File: src/rtl/vga_timing_gen.sv
// rtl/vga_timing_gen.sv - 640x480@60 VGA pixel timing: tick divider, h/v counters, sync/de decode, sync delay line
module vga_timing_gen #(
    parameter int DIV    = 4,
    parameter int H_ACT  = 640,
    parameter int H_FP   = 16,
    parameter int H_SYNC = 96,
    parameter int H_BP   = 48,
    parameter int V_ACT  = 480,
    parameter int V_FP   = 10,
    parameter int V_SYNC = 2,
    parameter int V_BP   = 33,
    parameter int LAT    = 1
) (
    input  logic       clk,
    input  logic       rst,
    output logic       pix_en,
    output logic       hsync,
    output logic       vsync,
    output logic       de,
    output logic [9:0] x,
    output logic [9:0] y,
    output logic       line_start,
    output logic       frame_start,
    output logic       hs_d,
    output logic       vs_d,
    output logic       de_d
);
    localparam int H_TOTAL = H_SYNC + H_BP + H_ACT + H_FP;
    localparam int V_TOTAL = V_SYNC + V_BP + V_ACT + V_FP;
    localparam int H_START = H_SYNC + H_BP;
    localparam int V_START = V_SYNC + V_BP;
    localparam int DW      = $clog2(DIV);

    logic [DW-1:0] div_cnt_q, div_cnt_d;
    logic          pix_en_q, pix_en_d;
    logic [10:0]   h_cnt_q, h_cnt_d;
    logic [10:0]   v_cnt_q, v_cnt_d;
    logic          hsync_q, hsync_d;
    logic          vsync_q, vsync_d;
    logic          de_q, de_d_int;
    logic [9:0]    x_q, x_d;
    logic [9:0]    y_q, y_d;
    logic          line_start_q, line_start_d;
    logic          frame_start_q, frame_start_d;
    logic          tick;
    logic          h_act, v_act;

    assign tick = pix_en_q;

    always_comb begin
        div_cnt_d     = (div_cnt_q == DW'(DIV - 1)) ? '0 : div_cnt_q + 1'b1;
        pix_en_d      = (div_cnt_q == DW'(DIV - 1));
        h_cnt_d       = h_cnt_q;
        v_cnt_d       = v_cnt_q;
        hsync_d       = hsync_q;
        vsync_d       = vsync_q;
        de_d_int      = de_q;
        x_d           = x_q;
        y_d           = y_q;
        // Strobes drop on any non-tick edge so they last a single clk
        line_start_d  = 1'b0;
        frame_start_d = 1'b0;
        h_act = (h_cnt_q >= 11'(H_START)) && (h_cnt_q < 11'(H_START + H_ACT));
        v_act = (v_cnt_q >= 11'(V_START)) && (v_cnt_q < 11'(V_START + V_ACT));
        if (tick) begin
            hsync_d       = !(h_cnt_q < 11'(H_SYNC));
            vsync_d       = !(v_cnt_q < 11'(V_SYNC));
            de_d_int      = h_act && v_act;
            x_d           = (h_act && v_act) ? 10'(h_cnt_q - 11'(H_START)) : 10'd0;
            y_d           = (h_act && v_act) ? 10'(v_cnt_q - 11'(V_START)) : 10'd0;
            line_start_d  = (h_cnt_q == 11'd0);
            frame_start_d = (h_cnt_q == 11'd0) && (v_cnt_q == 11'd0);
            if (h_cnt_q == 11'(H_TOTAL - 1)) begin
                h_cnt_d = 11'd0;
                v_cnt_d = (v_cnt_q == 11'(V_TOTAL - 1)) ? 11'd0 : v_cnt_q + 11'd1;
            end else begin
                h_cnt_d = h_cnt_q + 11'd1;
            end
        end
    end

    always_ff @(posedge clk or posedge rst) begin
        if (rst) begin
            div_cnt_q     <= '0;
            pix_en_q      <= 1'b0;
            h_cnt_q       <= 11'd0;
            v_cnt_q       <= 11'd0;
            hsync_q       <= 1'b1;
            vsync_q       <= 1'b1;
            de_q          <= 1'b0;
            x_q           <= 10'd0;
            y_q           <= 10'd0;
            line_start_q  <= 1'b0;
            frame_start_q <= 1'b0;
        end else begin
            div_cnt_q     <= div_cnt_d;
            pix_en_q      <= pix_en_d;
            h_cnt_q       <= h_cnt_d;
            v_cnt_q       <= v_cnt_d;
            hsync_q       <= hsync_d;
            vsync_q       <= vsync_d;
            de_q          <= de_d_int;
            x_q           <= x_d;
            y_q           <= y_d;
            line_start_q  <= line_start_d;
            frame_start_q <= frame_start_d;
        end
    end

    assign pix_en      = pix_en_q;
    assign hsync       = hsync_q;
    assign vsync       = vsync_q;
    assign de          = de_q;
    assign x           = x_q;
    assign y           = y_q;
    assign line_start  = line_start_q;
    assign frame_start = frame_start_q;

    // Delay line matches the renderer's pixel latency; bit 0 is the newest stage
    if (LAT == 0) begin : g_no_delay
        assign hs_d = hsync_q;
        assign vs_d = vsync_q;
        assign de_d = de_q;
    end else begin : g_delay
        logic [LAT-1:0] hs_pipe_q, hs_pipe_d;
        logic [LAT-1:0] vs_pipe_q, vs_pipe_d;
        logic [LAT-1:0] de_pipe_q, de_pipe_d;

        always_comb begin
            hs_pipe_d = hs_pipe_q;
            vs_pipe_d = vs_pipe_q;
            de_pipe_d = de_pipe_q;
            if (tick) begin
                hs_pipe_d = (hs_pipe_q << 1) | LAT'(hsync_q);
                vs_pipe_d = (vs_pipe_q << 1) | LAT'(vsync_q);
                de_pipe_d = (de_pipe_q << 1) | LAT'(de_q);
            end
        end

        always_ff @(posedge clk or posedge rst) begin
            if (rst) begin
                hs_pipe_q <= '1;
                vs_pipe_q <= '1;
                de_pipe_q <= '0;
            end else begin
                hs_pipe_q <= hs_pipe_d;
                vs_pipe_q <= vs_pipe_d;
                de_pipe_q <= de_pipe_d;
            end
        end

        assign hs_d = hs_pipe_q[LAT-1];
        assign vs_d = vs_pipe_q[LAT-1];
        assign de_d = de_pipe_q[LAT-1];
    end
endmodule
File: config.mk
export PLATFORM = sky130hd
export DESIGN_NAME = vga_timing_gen
export DESIGN_NICKNAME = d
export VERILOG_FILES = /design/src/rtl/vga_timing_gen.sv
export SDC_FILE = /design/constraint.sdc
export NUM_CORES = 1
export LEC_CHECK = 0
export ABC_AREA = 1
export CAP_MARGIN = 10
export CORE_ASPECT_RATIO = 1.5
export CORE_MARGIN = 4
export CORE_UTILIZATION = 56
export DETAILED_ROUTE_END_ITERATION = 7
export PLACE_DENSITY_LB_ADDON = 0.12
export SYNTH_ARGS = -nofsm -noshare
export SYNTH_HDL_FRONTEND = slang
export SYNTH_SLANG_ARGS = --single-unit
File: constraint.sdc
create_clock -name clk -period 2.4 [get_ports clk]
set_clock_uncertainty 0.05 [all_clocks]
set_input_delay 0.6 -clock clk [delete_from_list [all_inputs] [get_ports clk]]
set_output_delay 0.6 -clock clk [all_outputs]
set_load 0.01 [all_outputs]
==> key figures <==
Floorplanning
  • Chip width: 66.9 µm
  • Initial Util: 59.1%
  • Die height: 96.3 µm
  • FP Rows: 31
  • Ports: 31
  • Die area: 6440 µm²
  • Core Box Area: 4930 µm²

Timing
  • Final Setup Violations: 0
  • Max Slew Vio Count: 0
  • RSZ-0062 raised after global routing: no
  • Slew HR: 70.3%
  • Setup TNS: 0 ns
  • Worst hold slack: 0.387 ns
  • Fmax: 452 MHz
  • Min Clock Period, post-route: 2.21 ns
  • Crit share post-route: 92.2%
  • Tightest Pin Transition: 0.444 ns
  • Final hold vios: 0

Status
  • Run status: finished, final reports clean

Critical path
  • Slowest stage delay, CP: 0.64 ns
  • Critical path class: reg2out
  • Startpoint Class: register
  • RR Startpoint: h_cnt_q[5]
  • CP top delay family: buffers and inverters
  • Levels on crit path: 1
  • Crit-path slowest cell: clkdlybuf4s50_1
  • Reg2reg end: h_cnt_q[6]
  • CP arrival: 1.56 ns
  • Crit path required time: 1.75 ns
  • FF-to-FF path depth: 9
  • CP Max Fanout: 14
  • Worst reg-to-reg setup slack: 0.38 ns
  • Worst path cell trace: clkdlybuf4s50_1
  • Worst Setup End Kind: output port
  • Buffers and inverters on the worst path: 1

Min path
  • Worst Hold Launch: div_cnt_q[0]
  • Worst Hold Path Cells: 1
  • Min-delay worst type: reg2reg
  • WHS Endpoint: div_cnt_q[0]

Power
  • Flop pwr share: 60.9%
  • Logic pwr share: 1.5%
  • Pwr Total: 1470 µW
  • NetSw: 307 µW
  • Max VDD drop: 0.399 mV
  • Internal power: 1160 µW
  • P_leak: 0.00171 µW
  • Switching part of the total: 20.9%
  • Clk network pwr share: 37.6%
  • Cell Pwr Density: 436 nW/µm²

Logic synthesis
  • Number of synthesized flops with an enable pin: 0
  • Mapped Cells: 381
  • Synth Flop Type: dfrtp_1
  • Unique masters post-synth: 28
  • Warnings, synthesis: 0
  • Synthesized flop and latch total: 53
  • Mapped Area: 2910 µm²
  • Syn_nets: 392
  • Syn_area_per_cell: 7.64 µm²
  • Sequential share of the synthesized area: 45.8%
  • Ys async rst share: 100%

GRT
  • Met3 Use GR: 3.62%
  • Congestion Overflow GR: 0
  • Overall Global Routing Usage: 24.2%
  • GRT busiest layer: met2
  • Pin count of the biggest net entering global routing: 54
  • Initial antenna violation count: 0
  • Grt met1 use: 27.0%
  • Vias in the first global route: 2,540
  • Met2 usage: 43.7%
  • First-pass GRT wire length: 11,700 µm

Cells and area
  • Area delta synth->final: 15.4%
  • Layout cell share with drive strength beyond 1: 7.30%
  • Fill cell count: 450
  • Most common cell after layout, fill and taps aside: nand2_1
  • Final net count: 421
  • Final instance area: 3360 µm²
  • Antenna cells: 0
  • Most frequent cells in the layout: nand2_1 (121), dfrtp_1 (49), nand3_1 (44), inv_1 (44), clkdlybuf4s50_1 (30)

Drt
  • Routed vias/inst: 5.32
  • Post-route ant nets: 0
  • Wire per inst: 14.8 µm
  • Vias: 2,538
  • Drt drc: 0
  • First DRT Iteration DRCs: 158
  • DR pass1 iterations: 4
  • Detailed Route WL: 7070 µm

Flow run
  • Max cap viols: 0

Clock network
  • # H-tree levels: 2
  • Root buffer cell: clkbuf_8
  • Clk pin slew, worst setup/hold paths: 0.09 ns
  • Worst-Skew Late Latency: 0.30 ns
  • Cts repair resizes: 0
  • CTS tree: yes
  • Max Buffers Root-to-Sink: 2
  • CTS buffer count: 5
  • Hold_buf cts: 0
  • Post-CTS Setup Repair Bufs: 0
  • Sink Count: 53

Placed design
  • Buffers on Ports: 30
  • Placed cell area: 3260 µm²
  • Final Wtd Congestion: 0.915
  • Post-DP HPWL: 5310 µm
[routing by layer]
metal / vias up / part of all wire, %
met1: 1196 / 39
met5: - / 0
met3: 20 / 3.0
met4: 0 / 3.9
li1: 1256 / -
met2: 66 / 54
[synthesized netlist by cell type (5+ instances only)]
cell type,instances,area share [%]
nand4_1,7,1.5
dfrtp_1,49,42
nor3_1,9,1.5
nor2_2,5,1.1
nor2_1,26,3.4
o21ai_0,16,2.8
ha_1,9,3.9
inv_1,45,5.8
xor2_1,11,3.3
nand3_1,44,7.6
a21oi_1,6,1.0
nand2_1,121,16
[power by group through the flow]
stage | clock [µW] | combinational, µW | sequential (µW)
after global placement | 0 | 23.8 | 910
after detailed placement | 0 | 24.1 | 910
after CTS | 563 | 24.1 | 893
final | 550 | 22.6 | 893
after global routing | 598 | 26.0 | 893
after floorplan | 0 | 13.0 | 910
[registers in the layout, indices dropped and copies added, names as in the netlist]
| name | count |
|---|---|
| vs_d | 1 |
| h_cnt_q | 11 |
| v_cnt_q | 11 |
| pix_en | 1 |
| de | 1 |
| y | 10 |
| de_d | 1 |
| hsync | 1 |
| div_cnt_q | 2 |
| line_start | 1 |
| x | 10 |
| frame_start | 1 |
| vsync | 1 |
| hs_d | 1 |
[area by class of cell]
| class | count | area [µm²] | share of cell area, % |
|---|---|---|---|
| Tap cell | 66 | 82.6 | 2.46 |
| Clock buffer | 7 | 96.3 | 2.87 |
| Multi-Input combinational cell | 268 | 1320 | 39.4 |
| Timing Repair Buffer | 33 | 335 | 9.99 |
| Clock inverter | 1 | 5.00 | 0.149 |
| Inverter | 49 | 184 | 5.48 |
| Sequential cell | 53 | 1330 | 39.6 |
[per-stage QoR]
stage | util [%] | std cells | setup WS (ns)
after floorplan | - | 381 | 0.470
after global placement | 66.1 | 469 | 0.480
after detailed placement | 66.1 | 469 | 0.430
after CTS | 68.2 | 477 | 0.198
after global routing | 68.2 | 477 | 0.120
final | 68.2 | 477 | 0.188
[logic make-up (layout without fill, tap and decap cells)]
family	Yosys count	in the layout	share of synthesized area, %
AOI/OAI and AO/OA	27	27	4.99
xor gates and xnor gates	12	12	3.61
adders and majority gates	9	9	3.87
buffers and inverters	60	90	8.73
DFF	53	53	45.8
and+or+nand+nor	220	220	33.0
[how the worst max path moves through the flow]
stage / slack (ns) / to / startpoint
final: 0.19 / pix_en / pix_en
after CTS: 0.20 / pix_en / pix_en
after global routing: 0.12 / pix_en / pix_en
after floorplan: 0.47 / de / rst
after global placement: 0.48 / h_cnt_q[6] / h_cnt_q[5]
after detailed placement: 0.43 / h_cnt_q[6] / h_cnt_q[5]
[worst reg2reg max path, cell delays in order, from the launching register on]
cell and delay, ns:
dfrtp_1 0.43, inv_1 0.17, ha_1 0.22, inv_1 0.05, nor2_1 0.08, nand4_1 0.19, nor2_1 0.39, inv_1 0.16
o21ai_0 0.11, a21oi_1 0.06
(Power assumes the default switching activity.)
